File: config.mk
export PLATFORM = sky130hd
export DESIGN_NAME = memory_arbiter_flat
export DESIGN_NICKNAME = d
export VERILOG_FILES = /design/src/rtl/memory_arbiter_pkg.sv /design/src/rtl/memory_arbiter_if.sv /design/src/rtl/memory_arbiter_response.sv /design/src/rtl/memory_arbiter.sv /design/src/flat_wrapper.sv
export SDC_FILE = /design/constraint.sdc
export NUM_CORES = 1
export LEC_CHECK = 0
export CORE_MARGIN = 2
export CORE_UTILIZATION = 46
export DETAILED_ROUTE_END_ITERATION = 8
export PLACE_DENSITY = 0.87
export SLEW_MARGIN = 40
export SYNTH_ARGS = -nofsm -noshare
export SYNTH_HDL_FRONTEND = slang
export SYNTH_SLANG_ARGS = --single-unit
File: constraint.sdc
create_clock -name clk -period 2.8 [get_ports clk]
set_input_delay 0.28 -clock clk [delete_from_list [all_inputs] [get_ports clk]]
set_output_delay 0.28 -clock clk [all_outputs]
set_load 0.005 [all_outputs]
File: src/rtl/memory_arbiter_pkg.sv
// memory_arbiter_pkg: shared types and width defaults for the fetch/data memory arbiter.
package memory_arbiter_pkg;
    localparam int DEF_ADDR_WIDTH = 32;
    localparam int DEF_DATA_WIDTH = 32;
    typedef enum logic [1:0] {IDLE, BUSY_INSTR, BUSY_DATA} state_e;
    typedef enum logic {REQ_INSTR, REQ_DATA} req_e;
endpackage

File: src/rtl/memory_arbiter_if.sv
// memory_arbiter_if: fetch, data and shared-memory ports of the arbiter.
interface memory_arbiter_if import memory_arbiter_pkg::*; #(
    parameter int ADDR_WIDTH = DEF_ADDR_WIDTH,
    parameter int DATA_WIDTH = DEF_DATA_WIDTH
) ();
    logic [ADDR_WIDTH-1:0]   instruction_addr;
    logic                    instruction_fetch_activate;
    logic [DATA_WIDTH-1:0]   instruction_data;
    logic                    instruction_fetch_done;
    logic [ADDR_WIDTH-1:0]   data_addr;
    logic [DATA_WIDTH-1:0]   data_write_data;
    logic                    data_write_enable;
    logic [DATA_WIDTH/8-1:0] data_byte_enable;
    logic                    data_access_activate;
    logic [DATA_WIDTH-1:0]   data_read_data;
    logic                    data_access_done;
    logic [ADDR_WIDTH-1:0]   mem_addr;
    logic [DATA_WIDTH-1:0]   mem_write_data;
    logic                    mem_write_enable;
    logic [DATA_WIDTH/8-1:0] mem_byte_enable;
    logic                    mem_request;
    logic [DATA_WIDTH-1:0]   mem_read_data;
    logic                    mem_done;
    modport slave (
        input  instruction_addr, instruction_fetch_activate,
        output instruction_data, instruction_fetch_done,
        input  data_addr, data_write_data, data_write_enable, data_byte_enable, data_access_activate,
        output data_read_data, data_access_done,
        output mem_addr, mem_write_data, mem_write_enable, mem_byte_enable, mem_request,
        input  mem_read_data, mem_done
    );
    modport master (
        output instruction_addr, instruction_fetch_activate,
        input  instruction_data, instruction_fetch_done,
        output data_addr, data_write_data, data_write_enable, data_byte_enable, data_access_activate,
        input  data_read_data, data_access_done,
        input  mem_addr, mem_write_data, mem_write_enable, mem_byte_enable, mem_request,
        output mem_read_data, mem_done
    );
endinterface

File: src/rtl/memory_arbiter_response.sv
// memory_arbiter_response: per-port response latch; done holds only while the port still asks
// for the exact command that was issued on its behalf.
module memory_arbiter_response import memory_arbiter_pkg::*; #(
    parameter int AW       = DEF_ADDR_WIDTH,
    parameter int DW       = DEF_DATA_WIDTH,
    parameter bit CHECK_WE = 1'b0
) (
    input  logic          clk,
    input  logic          rst,
    input  logic          grant_i,
    input  logic          capture_i,
    input  logic          activate_i,
    input  logic [AW-1:0] addr_i,
    input  logic          we_i,
    input  logic [DW-1:0] mem_data_i,
    output logic          pending_o,
    output logic          done_o,
    output logic [DW-1:0] data_o
);
    logic [AW-1:0] addr_q, addr_d;
    logic          we_q, we_d, valid_q, valid_d, match;
    logic [DW-1:0] data_q, data_d;
    assign match     = activate_i && addr_i == addr_q && (!CHECK_WE || we_i == we_q);
    assign done_o    = valid_q && match;
    assign pending_o = activate_i && !done_o;
    assign data_o    = data_q;
    assign addr_d    = grant_i ? addr_i : addr_q;
    assign we_d      = grant_i ? we_i : we_q;
    assign valid_d   = capture_i ? match : valid_q && match;
    assign data_d    = capture_i && match ? mem_data_i : data_q;
    always_ff @(posedge clk) begin
        if (rst) begin
            addr_q  <= '0;
            we_q    <= 1'b0;
            valid_q <= 1'b0;
            data_q  <= '0;
        end else begin
            addr_q  <= addr_d;
            we_q    <= we_d;
            valid_q <= valid_d;
            data_q  <= data_d;
        end
    end
endmodule

File: src/rtl/memory_arbiter.sv
// memory_arbiter: shares one single-ported memory between instruction fetch and the data path.
// MEMORY_ARBITER_ROUND_ROBIN_EN selects alternating priority instead of data-over-fetch.
module memory_arbiter import memory_arbiter_pkg::*; #(
    parameter int ADDR_WIDTH = DEF_ADDR_WIDTH,
    parameter int DATA_WIDTH = DEF_DATA_WIDTH
) (
    input logic clk,
    input logic rst,
    memory_arbiter_if.slave bus
);
    localparam int BW = DATA_WIDTH / 8;
    state_e                state_q;
    logic                  mem_req_q, cmd_we_q;
    logic [ADDR_WIDTH-1:0] cmd_addr_q;
    logic [DATA_WIDTH-1:0] cmd_wdata_q;
    logic [BW-1:0]         cmd_be_q;
    logic                  i_pend, d_pend, pick_data, idle, gnt_instr, gnt_data;
    assign idle = state_q == IDLE;
`ifdef MEMORY_ARBITER_ROUND_ROBIN_EN
    req_e last_q;
    assign pick_data = d_pend && (!i_pend || last_q == REQ_INSTR);
    always_ff @(posedge clk) begin
        if (rst) last_q <= REQ_INSTR;
        else if (gnt_instr || gnt_data) last_q <= gnt_data ? REQ_DATA : REQ_INSTR;
    end
`else
    assign pick_data = d_pend;
`endif
    assign gnt_data  = idle && pick_data;
    assign gnt_instr = idle && i_pend && !pick_data;
    // mem_* are driven only from the command register captured at grant
    always_ff @(posedge clk) begin
        if (rst) begin
            state_q     <= IDLE;
            mem_req_q   <= 1'b0;
            cmd_addr_q  <= '0;
            cmd_wdata_q <= '0;
            cmd_we_q    <= 1'b0;
            cmd_be_q    <= '0;
        end else if (idle) begin
            if (gnt_instr || gnt_data) begin
                state_q     <= gnt_data ? BUSY_DATA : BUSY_INSTR;
                mem_req_q   <= 1'b1;
                cmd_addr_q  <= gnt_data ? bus.data_addr : bus.instruction_addr;
                cmd_wdata_q <= gnt_data ? bus.data_write_data : '0;
                cmd_we_q    <= gnt_data && bus.data_write_enable;
                cmd_be_q    <= gnt_data ? bus.data_byte_enable : '0;
            end
        end else if (bus.mem_done) begin
            state_q   <= IDLE;
            mem_req_q <= 1'b0;
        end
    end
    assign bus.mem_addr         = cmd_addr_q;
    assign bus.mem_write_data   = cmd_wdata_q;
    assign bus.mem_write_enable = cmd_we_q;
    assign bus.mem_byte_enable  = cmd_be_q;
    assign bus.mem_request      = mem_req_q;
    memory_arbiter_response #(.AW(ADDR_WIDTH), .DW(DATA_WIDTH), .CHECK_WE(1'b0)) u_instr_rsp (
        .clk        (clk),
        .rst        (rst),
        .grant_i    (gnt_instr),
        .capture_i  (state_q == BUSY_INSTR && bus.mem_done),
        .activate_i (bus.instruction_fetch_activate),
        .addr_i     (bus.instruction_addr),
        .we_i       (1'b0),
        .mem_data_i (bus.mem_read_data),
        .pending_o  (i_pend),
        .done_o     (bus.instruction_fetch_done),
        .data_o     (bus.instruction_data)
    );
    memory_arbiter_response #(.AW(ADDR_WIDTH), .DW(DATA_WIDTH), .CHECK_WE(1'b1)) u_data_rsp (
        .clk        (clk),
        .rst        (rst),
        .grant_i    (gnt_data),
        .capture_i  (state_q == BUSY_DATA && bus.mem_done),
        .activate_i (bus.data_access_activate),
        .addr_i     (bus.data_addr),
        .we_i       (bus.data_write_enable),
        .mem_data_i (bus.mem_read_data),
        .pending_o  (d_pend),
        .done_o     (bus.data_access_done),
        .data_o     (bus.data_read_data)
    );
endmodule

File: src/flat_wrapper.sv
// flat-port wrapper written by rule: the top's interface ports become plain ports
module memory_arbiter_flat import memory_arbiter_pkg::*;
#(
    parameter int ADDR_WIDTH = DEF_ADDR_WIDTH,
    parameter int DATA_WIDTH = DEF_DATA_WIDTH
)
  (clk, rst, bus_instruction_addr, bus_instruction_fetch_activate, bus_instruction_data, bus_instruction_fetch_done, bus_data_addr, bus_data_write_data, bus_data_write_enable, bus_data_byte_enable, bus_data_access_activate, bus_data_read_data, bus_data_access_done, bus_mem_addr, bus_mem_write_data, bus_mem_write_enable, bus_mem_byte_enable, bus_mem_request, bus_mem_read_data, bus_mem_done);
  memory_arbiter_if #(.ADDR_WIDTH(ADDR_WIDTH), .DATA_WIDTH(DATA_WIDTH)) bus_i ();
  input logic clk;
  input logic rst;
  input wire logic [$bits(bus_i.instruction_addr)-1:0] bus_instruction_addr;
  input wire logic [$bits(bus_i.instruction_fetch_activate)-1:0] bus_instruction_fetch_activate;
  output wire logic [$bits(bus_i.instruction_data)-1:0] bus_instruction_data;
  output wire logic [$bits(bus_i.instruction_fetch_done)-1:0] bus_instruction_fetch_done;
  input wire logic [$bits(bus_i.data_addr)-1:0] bus_data_addr;
  input wire logic [$bits(bus_i.data_write_data)-1:0] bus_data_write_data;
  input wire logic [$bits(bus_i.data_write_enable)-1:0] bus_data_write_enable;
  input wire logic [$bits(bus_i.data_byte_enable)-1:0] bus_data_byte_enable;
  input wire logic [$bits(bus_i.data_access_activate)-1:0] bus_data_access_activate;
  output wire logic [$bits(bus_i.data_read_data)-1:0] bus_data_read_data;
  output wire logic [$bits(bus_i.data_access_done)-1:0] bus_data_access_done;
  output wire logic [$bits(bus_i.mem_addr)-1:0] bus_mem_addr;
  output wire logic [$bits(bus_i.mem_write_data)-1:0] bus_mem_write_data;
  output wire logic [$bits(bus_i.mem_write_enable)-1:0] bus_mem_write_enable;
  output wire logic [$bits(bus_i.mem_byte_enable)-1:0] bus_mem_byte_enable;
  output wire logic [$bits(bus_i.mem_request)-1:0] bus_mem_request;
  input wire logic [$bits(bus_i.mem_read_data)-1:0] bus_mem_read_data;
  input wire logic [$bits(bus_i.mem_done)-1:0] bus_mem_done;
  assign bus_i.instruction_addr = bus_instruction_addr;
  assign bus_i.instruction_fetch_activate = bus_instruction_fetch_activate;
  assign bus_instruction_data = bus_i.instruction_data;
  assign bus_instruction_fetch_done = bus_i.instruction_fetch_done;
  assign bus_i.data_addr = bus_data_addr;
  assign bus_i.data_write_data = bus_data_write_data;
  assign bus_i.data_write_enable = bus_data_write_enable;
  assign bus_i.data_byte_enable = bus_data_byte_enable;
  assign bus_i.data_access_activate = bus_data_access_activate;
  assign bus_data_read_data = bus_i.data_read_data;
  assign bus_data_access_done = bus_i.data_access_done;
  assign bus_mem_addr = bus_i.mem_addr;
  assign bus_mem_write_data = bus_i.mem_write_data;
  assign bus_mem_write_enable = bus_i.mem_write_enable;
  assign bus_mem_byte_enable = bus_i.mem_byte_enable;
  assign bus_mem_request = bus_i.mem_request;
  assign bus_i.mem_read_data = bus_mem_read_data;
  assign bus_i.mem_done = bus_mem_done;
  memory_arbiter #(.ADDR_WIDTH(ADDR_WIDTH), .DATA_WIDTH(DATA_WIDTH)) u_core (.clk(clk), .rst(rst), .bus(bus_i));
endmodule
After elaboration in Yosys (flattened, before gate mapping)
Index checks and enable logic that the tools add are counted.

Equality and inequality tests: 6. Multiplexer cells: 12. Reduce and logical (&&, ||, !) cells: 23.

Operator list (count): 32-bit equality test (2); 32-bit two-way mux (2); 1-bit logical AND (15); 2-bit two-way mux (4); 1-bit two-way mux (5); 4-bit two-way mux (1); 2-bit AND reduction (2); 1-bit logical NOT (3); 2-bit by 1-bit equality test with 1-bit output (second input constant) (1); 2-bit equality test (second input constant) (1); 2-bit logical NOT (1); 2-bit inequality test (second input constant) (1); 2-bit nonzero test (1); 1-bit equality test (1); 1-bit logical OR (1).

Register bits: 203. Bits of input ports: 138. Output and inout port bits: 136.

Logic depth before layout (Yosys ltp)
Gate-level depths: netlist (run 1).

Depth in word-level cells: 11. Depth in mapped cells: 10.

Modules after synthesis
A second synthesis (run 1) with hierarchy kept.

Cells, all modules: 965. Area, all modules: 9168.8 µm².

Modules (own cells, without submodules): memory_arbiter (times used 1, cells each 367, area each 3235.6 µm², sequential area each 1441.4 µm²); memory_arbiter_response at u_core.u_data_rsp (times used 1, cells each 323, area each 3159.3 µm², sequential area each 1321.3 µm²); memory_arbiter_response at u_core.u_instr_rsp (times used 1, cells each 275, area each 2773.9 µm², sequential area each 1301.2 µm²).

Worst setup path after synthesis (run 1)
No wires, ideal clock.

Path type: register to register. Start point: reg u_core.u_instr_rsp.addr_q[3]. End point: reg u_core.cmd_addr_q[22] (netlist: u_core.bus.mem_addr[22]). Data arrival time: 1.836 ns. Slack: 0.830 ns. Stages on the path, launching flop included: 10. Cells stage by stage: dfxtp_1 -> xnor2_1 -> nand4_1 -> nor4_2 -> nand4_1 -> and3_1 -> buf_2 -> buf_6 -> a21oi_1 -> a211oi_1.

Longest elaborated chain between the ends: 9.

RTL lines: start, declared (line memory_arbiter_response.sv:20) `logic [AW-1:0] addr_q, addr_d;`; start signal, assigned (line memory_arbiter_response.sv:38) `addr_q <= addr_d;`; 32-bit equality test (line memory_arbiter_response.sv:23) `assign match = activate_i && addr_i == addr_q && (!CHECK_WE || we_i == we_q);`; 1-bit logical AND (line memory_arbiter_response.sv:23); 1-bit logical AND (line memory_arbiter_response.sv:24) `assign done_o = valid_q && match;`; 1-bit logical NOT (line memory_arbiter_response.sv:25) `assign pending_o = activate_i && !done_o;`; 1-bit logical AND (line memory_arbiter_response.sv:25); 1-bit logical AND (2 in series) (line memory_arbiter.sv:30) `assign gnt_instr = idle && i_pend && !pick_data;`; 1-bit logical OR (line memory_arbiter.sv:41) `if (gnt_instr || gnt_data) begin`; 2-bit AND reduction (no line); end signal, assigned (line memory_arbiter.sv:44) `cmd_addr_q <= gnt_data ? bus.data_addr : bus.instruction_addr;`; end, declared (line memory_arbiter.sv:14) `logic [ADDR_WIDTH-1:0] cmd_addr_q;`.

No other way between the ends. A chain may end at the register's enable or synchronous reset.

Final worst setup path (run 1)
Start point: reg u_core.u_instr_rsp.addr_q[27]. End point: out bus_instruction_fetch_done.

Longest elaborated chain between the ends: 3.

RTL lines: 32-bit equality test (line memory_arbiter_response.sv:23); 1-bit logical AND (line memory_arbiter_response.sv:23); 1-bit logical AND (line memory_arbiter_response.sv:24); end, declared (line flat_wrapper.sv:14) `output wire logic [$bits(bus_i.instruction_fetch_done)-1:0] bus_instruction_fetch_done;`.

No other way between the ends.

==> flow_summary_export.csv, run 1 <==
group,metric,value,unit
setup_path,crit_fanout,2,
power,power_switching,1.770,mW
synthesis,synth.distinct_cells,34,
place,post_dp_cell_area,11510,um^2
drt,viasPerCell,5.338,
run,cap_violations,0,
timing,finalSetupViolCount,0,
drt,dr_total_vias,7783,
floorplanning,core_region_area,17840,um^2
power,power_density,580.7,nW/um^2
finish,layout.nets,1351,
clock_network,clk_latency,0.50,ns
synthesis,syn_area,8280,um^2
drt,drtPass1Iterations,5,
floorplanning,start_util,46.41,%
finish,stdcell_count,1458,
clock_network,cts_max_path_buffers,3,
place,io_buffers,273,
power,clkPwrFrac,40.7,%
drt,drc_errors,0,
drt,drt-total-wl,26610,um
power,p_sw_share,24.84,%
place,post-dp-hpwl,19280,um
finish,final_area,12270,um^2
finish,synthToLayoutAreaGrowth,48.19,%
setup_path,endpoint_kind,"output port",
drt,dr.first_iter.drc_count,530,
clock_network,cts-root-buf,"clkbuf_16",
synthesis,postSynthCellCount,926,
place,pre_cts_slack,0.02902,ns
synthesis,synthTopCellsByArea,"dfxtp_1, mux2i_1, a21oi_1",
timing,worst_clock_skew,0.01134,ns
clock_network,cts_made_buffers,22,
clock_network,cts_tree,"yes",
synthesis,ys_ff_latch,203,
synthesis,seq_area_frac_synth,49.08,%
setup_path,crit_path_start_kind,"flip-flop",
synthesis,synth_async_sr_flop_share,0,%
setup_path,timing_worst_setup_path_type,"reg2out",
setup_path,worstPathArrival,2.49,ns
timing,tns,0,ns
setup_path,path_cells,"xnor2_1 > nand2_1 > nor4b_2 > and4b_1 > and3_1 > clkdlybuf4s50_1",
finish,layout_common_cells,"clkdlybuf4s50_1, dfxtp_1, nand2_1",
synthesis,syn_area_per_cell,8.942,um^2
timing,fin_crit,2.768,ns
synthesis,synth_nets,1064,
timing,tightest_slew,0.7175,ns
floorplanning,io_pins,274,
timing,setup_slack,0.03176,ns
floorplanning,die_w,138.2,um
outcome,outcome,"complete, no violations",
grt,grt_antenna_before_repair,2,
grt,grt_pass1_wl,41710,um
grt,grt_pass1_vias,7894,
drt,antenna_left,0,
timing,slew_violations,0,
timing,max_freq,361.2,MHz
finish,final_core_util,68.78,%
grt,grt_max_degree,89,
finish,drive_gt1_share,8.394,%
clock_network,clkSinkCount,203,
setup_path,path_buf_inv,1,
setup_path,crit_path_max_incr_delay,0.51,ns
floorplanning,dieArea,19090,um^2
place,gp_congestion,0.8287,
drt,wire_per_inst,18.25,um
setup_path,cp_top_family,"simple AND/OR/NAND/NOR gates",
power,intPower,5.356,mW
timing,relSlewSlack,52.17,%
synthesis,synth-edff-count,0,
grt,grt_usage,26.83,%
power,sequentialPowerShare,43.7,%
power,vdd_drop_max,0.0005228,V
place,dp.cells,1418,
timing,period_share,98.87,%
clock_network,cts.clk_slew.worst_paths,0.06,ns
power,p_total,7.126,mW
timing,final_hold_viol_count,0,
setup_path,cp_data_required_time,2.52,ns
grt,grt-ovfl-total,0,
setup_path,crit_slowest_cell,"clkdlybuf4s50_1",
power,p_leak,4.855,nW
synthesis,ys_warn_count,0,
synthesis,synth_top_area_cell,"dfxtp_1",
clock_network,htree_levels,1,
synthesis,synth.top_cell.area_share,49.08,%
floorplanning,die_h,138.2,um
synthesis,synthFlopType,"dfxtp_1",
finish,final_common_cell,"clkdlybuf4s50_1",
timing,holdWs,0.2909,ns
power,p_comb_share,15.6,%
floorplanning,rows,49,
hold_path,holdCritPathClass,"in2reg",
-- cells in the mapped netlist, types with 14 or more instances --
cell type / number
a21oi_1: 104
dfxtp_1: 203
a211oi_1: 32
buf_2: 14
buf_4: 15
nand2_1: 138
nand4_1: 21
nand3_1: 38
xnor2_1: 57
nor2_1: 132
mux2i_1: 96
clkbuf_1: 30
-- cells by family after synthesis --
family	after synthesis	synth area share, %
muxes	96	11.60
AOI/OAI and AO/OA	139	9.701
buffers and inverters	69	4.382
DFF	203	49.08
xor gates and xnor gates	65	6.875
and+or+nand+nor	354	18.36
-- metal layers --
| layer | wire, um | track usage, % | part of all wire (%) |
|---|---|---|---|
| met1 | 10570 | 32.28 | 40 |
| met2 | 12290 | 44.74 | 46 |
| met3 | 2710 | 8.694 | 10 |
| met4 | 1043 | 10.47 | 3.9 |
| met5 | 0 | 0 | 0 |
-- state kept, by name (all words and copies together), names as in the netlist --
signal,count
u_core.bus.mem_addr,32
u_core.u_instr_rsp.data_o,32
u_core.u_data_rsp.valid_q,1
u_core.bus.mem_byte_enable,4
u_core.bus.mem_write_enable,1
u_core.bus.mem_request,1
u_core.u_data_rsp.addr_q,32
u_core.u_data_rsp.data_o,32
u_core.u_instr_rsp.addr_q,32
u_core.u_instr_rsp.valid_q,1
u_core.bus.mem_write_data,32
u_core.state_q,2
u_core.u_data_rsp.we_q,1
-- layout make-up --
type / instances / area, um^2
well taps: 229 / 286.5
flip-flops and latches: 203 / 4064
clock buffers: 33 / 673.1
clock inverters: 5 / 52.55
fillers: 1323 / 5570
multi-input cells: 654 / 3899
repair buffers: 329 / 3279
inverters: 3 / 11.26
diodes: 2 / 5.005
-- worst paths after layout --
kind / from / end / slack, ns / cells after the start
worst max-delay path: u_core.u_instr_rsp.addr_q[27]$_SDFFE_PP0P_ / bus_instruction_fetch_done / 0.03 / 6
worst min-delay path: rst / u_core.u_instr_rsp.addr_q[16]$_SDFFE_PP0P_ / 0.29 / 2
worst max register to register: u_core.u_instr_rsp.addr_q[22]$_SDFFE_PP0P_ / u_core.bus.mem_addr[27]$_SDFFE_PP0P_ / 0.35 / 9
worst min register to register: u_core.bus.mem_addr[29]$_SDFFE_PP0P_ / u_core.bus.mem_addr[29]$_SDFFE_PP0P_ / 0.46 / 2
-- timing repair --
| item | 4_1_cts | 5_1_grt |
|---|---|---|
| buffers inserted | 0 | 0 |
| pin swaps | 0 | 0 |
| resized for setup | 1 | 5 |
| hold buffers | 0 | 0 |
| setup endpoints to repair | 1 | 2 |
-- power groups by stage --
stage | clock [mW] | combinational, mW | sequential, mW
after floorplan | 0 | 0.486 | 3.17
after global placement | 0 | 1.07 | 3.17
after detailed placement | 0 | 1.09 | 3.18
after CTS | 2.94 | 1.10 | 3.11
after global routing | 3.06 | 1.19 | 3.13
final | 2.90 | 1.11 | 3.12
Note: power is estimated with default switching activity, not from simulation.
==> inputs of run 2 (changes only) <==
--- a/config.mk
+++ b/config.mk
@@ -8,6 +8,7 @@
 export CORE_MARGIN = 2
 export CORE_UTILIZATION = 46
 export DETAILED_ROUTE_END_ITERATION = 8
+export MAX_ROUTING_LAYER = met4
 export PLACE_DENSITY = 0.87
 export SLEW_MARGIN = 40
 export SYNTH_ARGS = -nofsm -noshare
==> run 2 against run 1 <==
  * First-iteration DRC count rose by 13%
  * Register-to-register slack barely moved
  * Sequential power barely moved
  * Worst setup slack improved by 0.017 ns
  * Clock power barely moved
  * Routed wire length rose by 0.27%
  * Die area did not move
  * Highest routed layer unchanged
==> flow_summary_export.csv, run 2 (synthesis gave the netlist of run 1 again) <==
group,metric,value,unit
outcome,outcome,"complete, no violations",
clock_network,cts-root-buf,"clkbuf_16",
grt,grt_max_degree,89,
setup_path,worst-r2r-setup-slack,0.35,ns
finish,synthToLayoutAreaGrowth,48.10,%
setup_path,crit_path_start_kind,"flip-flop",
floorplanning,io_pins,274,
drt,dr_total_vias,7786,
finish,final_area,12260,um^2
floorplanning,rows,49,
place,gp_congestion,0.8413,
setup_path,crit_path_max_incr_delay,0.51,ns
floorplanning,die_h,138.2,um
place,io_buffers,273,
power,vdd_drop_max,0.0005230,V
drt,antenna_left,0,
clock_network,cts_tree,"yes",
setup_path,path_cells,"xnor2_1 > nand2_1 > nor4b_2 > and4b_1 > and3_1 > clkdlybuf4s50_1",
place,pre_cts_slack,0.02902,ns
run,cap_violations,0,
setup_path,crit_slowest_cell,"clkdlybuf4s50_1",
timing,period_share,98.24,%
clock_network,htree_levels,1,
finish,final_common_cell,"clkdlybuf4s50_1",
hold_path,hold_path_end,"u_core.u_instr_rsp.addr_q[25]$_SDFFE_PP0P_",
hold_path,min_from,"rst",
timing,finalSetupViolCount,0,
place,post-dp-hpwl,19280,um
timing,tightest_slew,0.7121,ns
place,post_dp_cell_area,11510,um^2
power,power_density,581.1,nW/um^2
timing,fin_crit,2.751,ns
timing,max_freq,363.5,MHz
floorplanning,start_util,46.41,%
setup_path,crit_fanout,2,
clock_network,cts.clk_slew.worst_paths,0.06,ns
timing,slew_violations,0,
grt,grt_pass1_wl,41690,um
setup_path,cp.depth,6,
timing,relSlewSlack,52.52,%
finish,nFillCells,1323,
grt,grt-ovfl-total,0,
drt,viasPerCell,5.340,
hold_path,holdCritPathClass,"in2reg",
clock_network,cts_max_path_buffers,3,
floorplanning,core_region_area,17840,um^2
clock_network,clk_latency,0.50,ns
drt,dr.first_iter.drc_count,598,
setup_path,endpoint_kind,"output port",
setup_path,path_buf_inv,1,
clock_network,clkSinkCount,203,
timing,worst_clock_skew,0.009943,ns
finish,drive_gt1_share,8.313,%
setup_path,worstRegToRegCells,9,
setup_path,cp_top_family,"simple AND/OR/NAND/NOR gates",
power,p_leak,4.850,nW
drt,wire_per_inst,18.30,um
grt,grt_pass1_vias,7909,
finish,layout.nets,1351,
floorplanning,die_w,138.2,um
grt,grt_antenna_before_repair,2,
finish,layout_common_cells,"clkdlybuf4s50_1, dfxtp_1, nand2_1",
setup_path,worstPathArrival,2.47,ns
setup_path,r2r_end,"u_core.bus.mem_addr[5]$_SDFFE_PP0P_",
clock_network,cts_made_buffers,22,
setup_path,timing_worst_setup_path_type,"reg2out",
drt,drc_errors,0,
setup_path,r2r-start,"u_core.u_instr_rsp.addr_q[22]$_SDFFE_PP0P_",
drt,drtPass1Iterations,7,
grt,grt_usage,27.71,%
floorplanning,dieArea,19090,um^2
timing,final_hold_viol_count,0,
setup_path,cp_data_required_time,2.52,ns
hold_path,hold_depth,2,
drt,drt-total-wl,26680,um
timing,setup_slack,0.04919,ns
[run 2: layer usage]
| layer | share of wire [%] | GRT usage, % |
|---|---|---|
| met3 | 9.5 | 8.036 |
| met2 | 47 | 44.68 |
| met5 | 0 | - |
| met4 | 3.6 | 10.37 |
| met1 | 40 | 32.99 |
[run 2: through the flow]
step | hold slack, ns | total power, mW | instances | utilization [%] | TNS [ns]
after floorplan | 0.4160 | 3.654 | 926 | - | 0
after global placement | 0.4454 | 4.241 | 1418 | 64.52 | 0
after detailed placement | 0.4530 | 4.270 | 1418 | 64.52 | 0
after CTS | 0.2714 | 7.152 | 1456 | 68.60 | 0
after global routing | 0.2730 | 7.378 | 1458 | 68.74 | -0.03003
final | 0.2705 | 7.126 | 1458 | 68.74 | 0
[run 2: power breakdown]
part	internal, mW	leakage [nW]	switching (mW)
clock	1.75	0.357	1.16
sequential	3.03	1.66	0.0877
combinational	0.582	2.84	0.527
[run 2: area by class of cell]
| cell class | instances | area (um^2) | share of cell area (%) |
|---|---|---|---|
| flip-flops and latches | 203 | 4064 | 33.14 |
| clock inverters | 5 | 52.55 | 0.4285 |
| diodes | 2 | 5.005 | 0.04081 |
| inverters | 3 | 11.26 | 0.09183 |
| well taps | 229 | 286.5 | 2.337 |
| clock buffers | 33 | 673.1 | 5.489 |
| repair buffers | 329 | 3279 | 26.74 |
| multi-input cells | 654 | 3891 | 31.73 |
[run 2: worst max path at each step]
stage	startpoint	to	slack, ns
after global placement	bus_data_addr[7]	u_core.u_instr_rsp.addr_q[14]$_SDFFE_PP0P_	0.08
after floorplan	u_core.u_instr_rsp.addr_q[3]$_SDFFE_PP0P_	u_core.bus.mem_addr[22]$_SDFFE_PP0P_	0.83
after global routing	u_core.u_data_rsp.addr_q[4]$_SDFFE_PP0P_	bus_data_access_done	-0.02
final	u_core.u_instr_rsp.addr_q[27]$_SDFFE_PP0P_	bus_instruction_fetch_done	0.05
after detailed placement	bus_data_addr[3]	u_core.u_instr_rsp.addr_q[12]$_SDFFE_PP0P_	0.03
after CTS	u_core.u_data_rsp.addr_q[4]$_SDFFE_PP0P_	bus_data_access_done	0.03
[run 2: repair_timing]
action                                  4_1_cts  5_1_grt
endpoints found under the hold margin         0        0
setup buffers                                 0        0
hold buffers                                  0        0
endpoints found under the setup margin        1        2
gates resized for setup                       1        4
[run 2: worst reg2reg max path, stage by stage, from the launching register on]
cell and delay (ns):
dfxtp_1 0.32, xnor2_1 0.29, nand4_1 0.15, nor4_1 0.44, nand4_1 0.21, and3_1 0.24
buf_4 0.18, buf_4 0.15, a21oi_1 0.21, a211oi_1 0.10
==> inputs of run 3 (changes only) <==
--- a/config.mk
+++ b/config.mk
@@ -5,9 +5,11 @@
 export SDC_FILE = /design/constraint.sdc
 export NUM_CORES = 1
 export LEC_CHECK = 0
+export CAP_MARGIN = 20
 export CORE_MARGIN = 2
 export CORE_UTILIZATION = 46
 export DETAILED_ROUTE_END_ITERATION = 8
+export GPL_TIMING_DRIVEN = 0
 export MAX_ROUTING_LAYER = met4
 export PLACE_DENSITY = 0.87
 export SLEW_MARGIN = 40
==> run 3 against run 2 <==
  * Sequential share of layout area is 0.50 points higher
  * Global-route usage decreased by 0.33 points
  * Worst hold slack gained 0.046 ns
  * Routed wire length about the same
  * Largest cell class unchanged
==> flow_summary_export.csv, run 3 (synthesis gave the netlist of run 1 again) <==
group,metric,value,unit
finish,n_antenna_cell,0,
clock_network,cts_max_path_buffers,3,
setup_path,crit_slowest_cell,"clkdlybuf4s50_1",
hold_path,hold_depth,3,
outcome,outcome,"complete, no violations",
clock_network,cts.clk_slew.worst_paths,0.06,ns
power,vdd_drop_max,0.0004394,V
finish,layout.nets,1361,
finish,synthToLayoutAreaGrowth,45.91,%
place,io_buffers,272,
grt,grt_antenna_before_repair,0,
setup_path,cp_data_required_time,2.52,ns
timing,holdWs,0.3167,ns
grt,grt_pass1_vias,7897,
hold_path,min_from,"bus_data_write_data[31]",
timing,period_share,96.22,%
grt,grt_pass1_wl,41100,um
grt,grt_max_degree,14,
setup_path,r2r-start,"u_core.u_instr_rsp.addr_q[3]$_SDFFE_PP0P_",
setup_path,cp_top_family,"simple AND/OR/NAND/NOR gates",
setup_path,path_cells,"xnor2_1 > nand2_1 > nor4b_1 > and4b_1 > and3_1 > clkdlybuf4s50_1",
floorplanning,die_h,138.2,um
timing,tns,0,ns
timing,rsz0062_at_grt,"no",
timing,fin_crit,2.694,ns
timing,final_hold_viol_count,0,
finish,final_common_cell,"clkdlybuf4s50_1",
power,power_density,596.6,nW/um^2
floorplanning,rows,49,
setup_path,path_buf_inv,1,
drt,drtPass1Iterations,5,
setup_path,crit_path_max_incr_delay,0.50,ns
floorplanning,die_w,138.2,um
floorplanning,io_pins,274,
grt,grt-ovfl-total,0,
floorplanning,dieArea,19090,um^2
drt,wire_per_inst,18.17,um
clock_network,cts_tree,"yes",
drt,dr_total_vias,7810,
timing,finalSetupViolCount,0,
finish,layout_common_cells,"clkdlybuf4s50_1, dfxtp_1, nand2_1",
setup_path,worstPathArrival,2.41,ns
timing,worst_clock_skew,0.01134,ns
power,p_leak,4.737,nW
hold_path,holdCritPathClass,"in2reg",
power,p_total,7.208,mW
clock_network,htree_levels,1,
clock_network,clk_latency,0.51,ns
finish,drive_gt1_share,6.376,%
setup_path,endpoint_kind,"output port",
drt,viasPerCell,5.320,
setup_path,r2r_end,"u_core.bus.mem_addr[28]$_SDFFE_PP0P_",
timing,relSlewSlack,53.35,%
drt,antenna_left,0,
floorplanning,core_region_area,17840,um^2
setup_path,crit_fanout,2,
drt,dr.first_iter.drc_count,534,
finish,final_core_util,67.72,%
place,gp_congestion,0.8871,
clock_network,clkSinkCount,203,
setup_path,worst-r2r-setup-slack,0.16,ns
setup_path,worstRegToRegCells,9,
floorplanning,start_util,46.41,%
clock_network,cts-root-buf,"clkbuf_16",
setup_path,crit_path_start_kind,"flip-flop",
clock_network,cts_made_buffers,22,
timing,max_freq,371.2,MHz
setup_path,timing_worst_setup_path_type,"reg2out",
place,post-dp-hpwl,20210,um
hold_path,hold_path_end,"u_core.bus.mem_write_data[31]$_SDFFE_PP0P_",
drt,drc_errors,0,
drt,drt-total-wl,26670,um
run,cap_violations,0,
timing,slew_violations,0,
timing,tightest_slew,0.6997,ns
grt,grt_usage,27.38,%
[run 3: stage by stage]
| step | cells | worst slack, ns | area (um^2) |
|---|---|---|---|
| floorplan | 926 | 0.8298 | 8280 |
| global placement | 1427 | -0.2150 | 11290 |
| detailed placement | 1427 | -0.2464 | 11290 |
| CTS | 1467 | 0.01381 | 12060 |
| global route | 1468 | 0.007484 | 12080 |
| finish | 1468 | 0.1057 | 12080 |
[run 3: area by class of cell]
type	instances	area, um^2
Fill cell	1412	5759
Sequential cell	203	4064
Multi-Input combinational cell	654	3881
Timing Repair Buffer	273	2733
Clock buffer	33	663.1
Buffer	66	351.6
Tap cell	229	286.5
Clock inverter	7	91.34
Inverter	3	11.26
[run 3: worst max-delay path by stage]
stage | start | end | slack (ns) | depth (start not counted)
after floorplan | u_core.u_instr_rsp.addr_q[3]$_SDFFE_PP0P_ | u_core.bus.mem_addr[22]$_SDFFE_PP0P_ | 0.83 | 9
after global placement | bus_data_addr[19] | u_core.u_data_rsp.data_o[29]$_SDFFE_PP0P_ | -0.21 | 9
after detailed placement | bus_data_addr[23] | u_core.u_data_rsp.data_o[5]$_SDFFE_PP0P_ | -0.25 | 9
after CTS | u_core.u_data_rsp.addr_q[3]$_SDFFE_PP0P_ | bus_data_access_done | 0.01 | 6
after global routing | u_core.u_instr_rsp.addr_q[31]$_SDFFE_PP0P_ | bus_instruction_fetch_done | 0.007 | 6
final | u_core.u_instr_rsp.addr_q[27]$_SDFFE_PP0P_ | bus_instruction_fetch_done | 0.11 | 6
[run 3: what timing repair did]
action / CTS / global route
setup buffers: 0 / 1
setup endpoints to repair: 1 / 2
resized for setup: 2 / 3
hold buffers: 0 / 0
pin swaps: 0 / 1
[run 3: routing by layer]
layer | vias to the layer above | track usage, % | part of all wire [%]
met5 | - | - | 0
met4 | 0 | 9.237 | 3.2
met3 | 66 | 8.001 | 9.1
met2 | 351 | 44.03 | 47
met1 | 3662 | 33.07 | 41
li1 | 3731 | - | -
[run 3: tightest hold or removal path: cells and delay by family]
family,cells,cell delay (ns)
AND/OR/NAND/NOR,1,0.05
buffers and inverters,1,0.39
AO/OA/AOI/OAI,1,0.05
[run 3: power breakdown]
| group | internal [mW] | leakage [nW] | switching, mW |
|---|---|---|---|
| clock | 1.82 | 0.370 | 1.20 |
| combinational | 0.542 | 2.71 | 0.528 |
| sequential | 3.03 | 1.66 | 0.0876 |
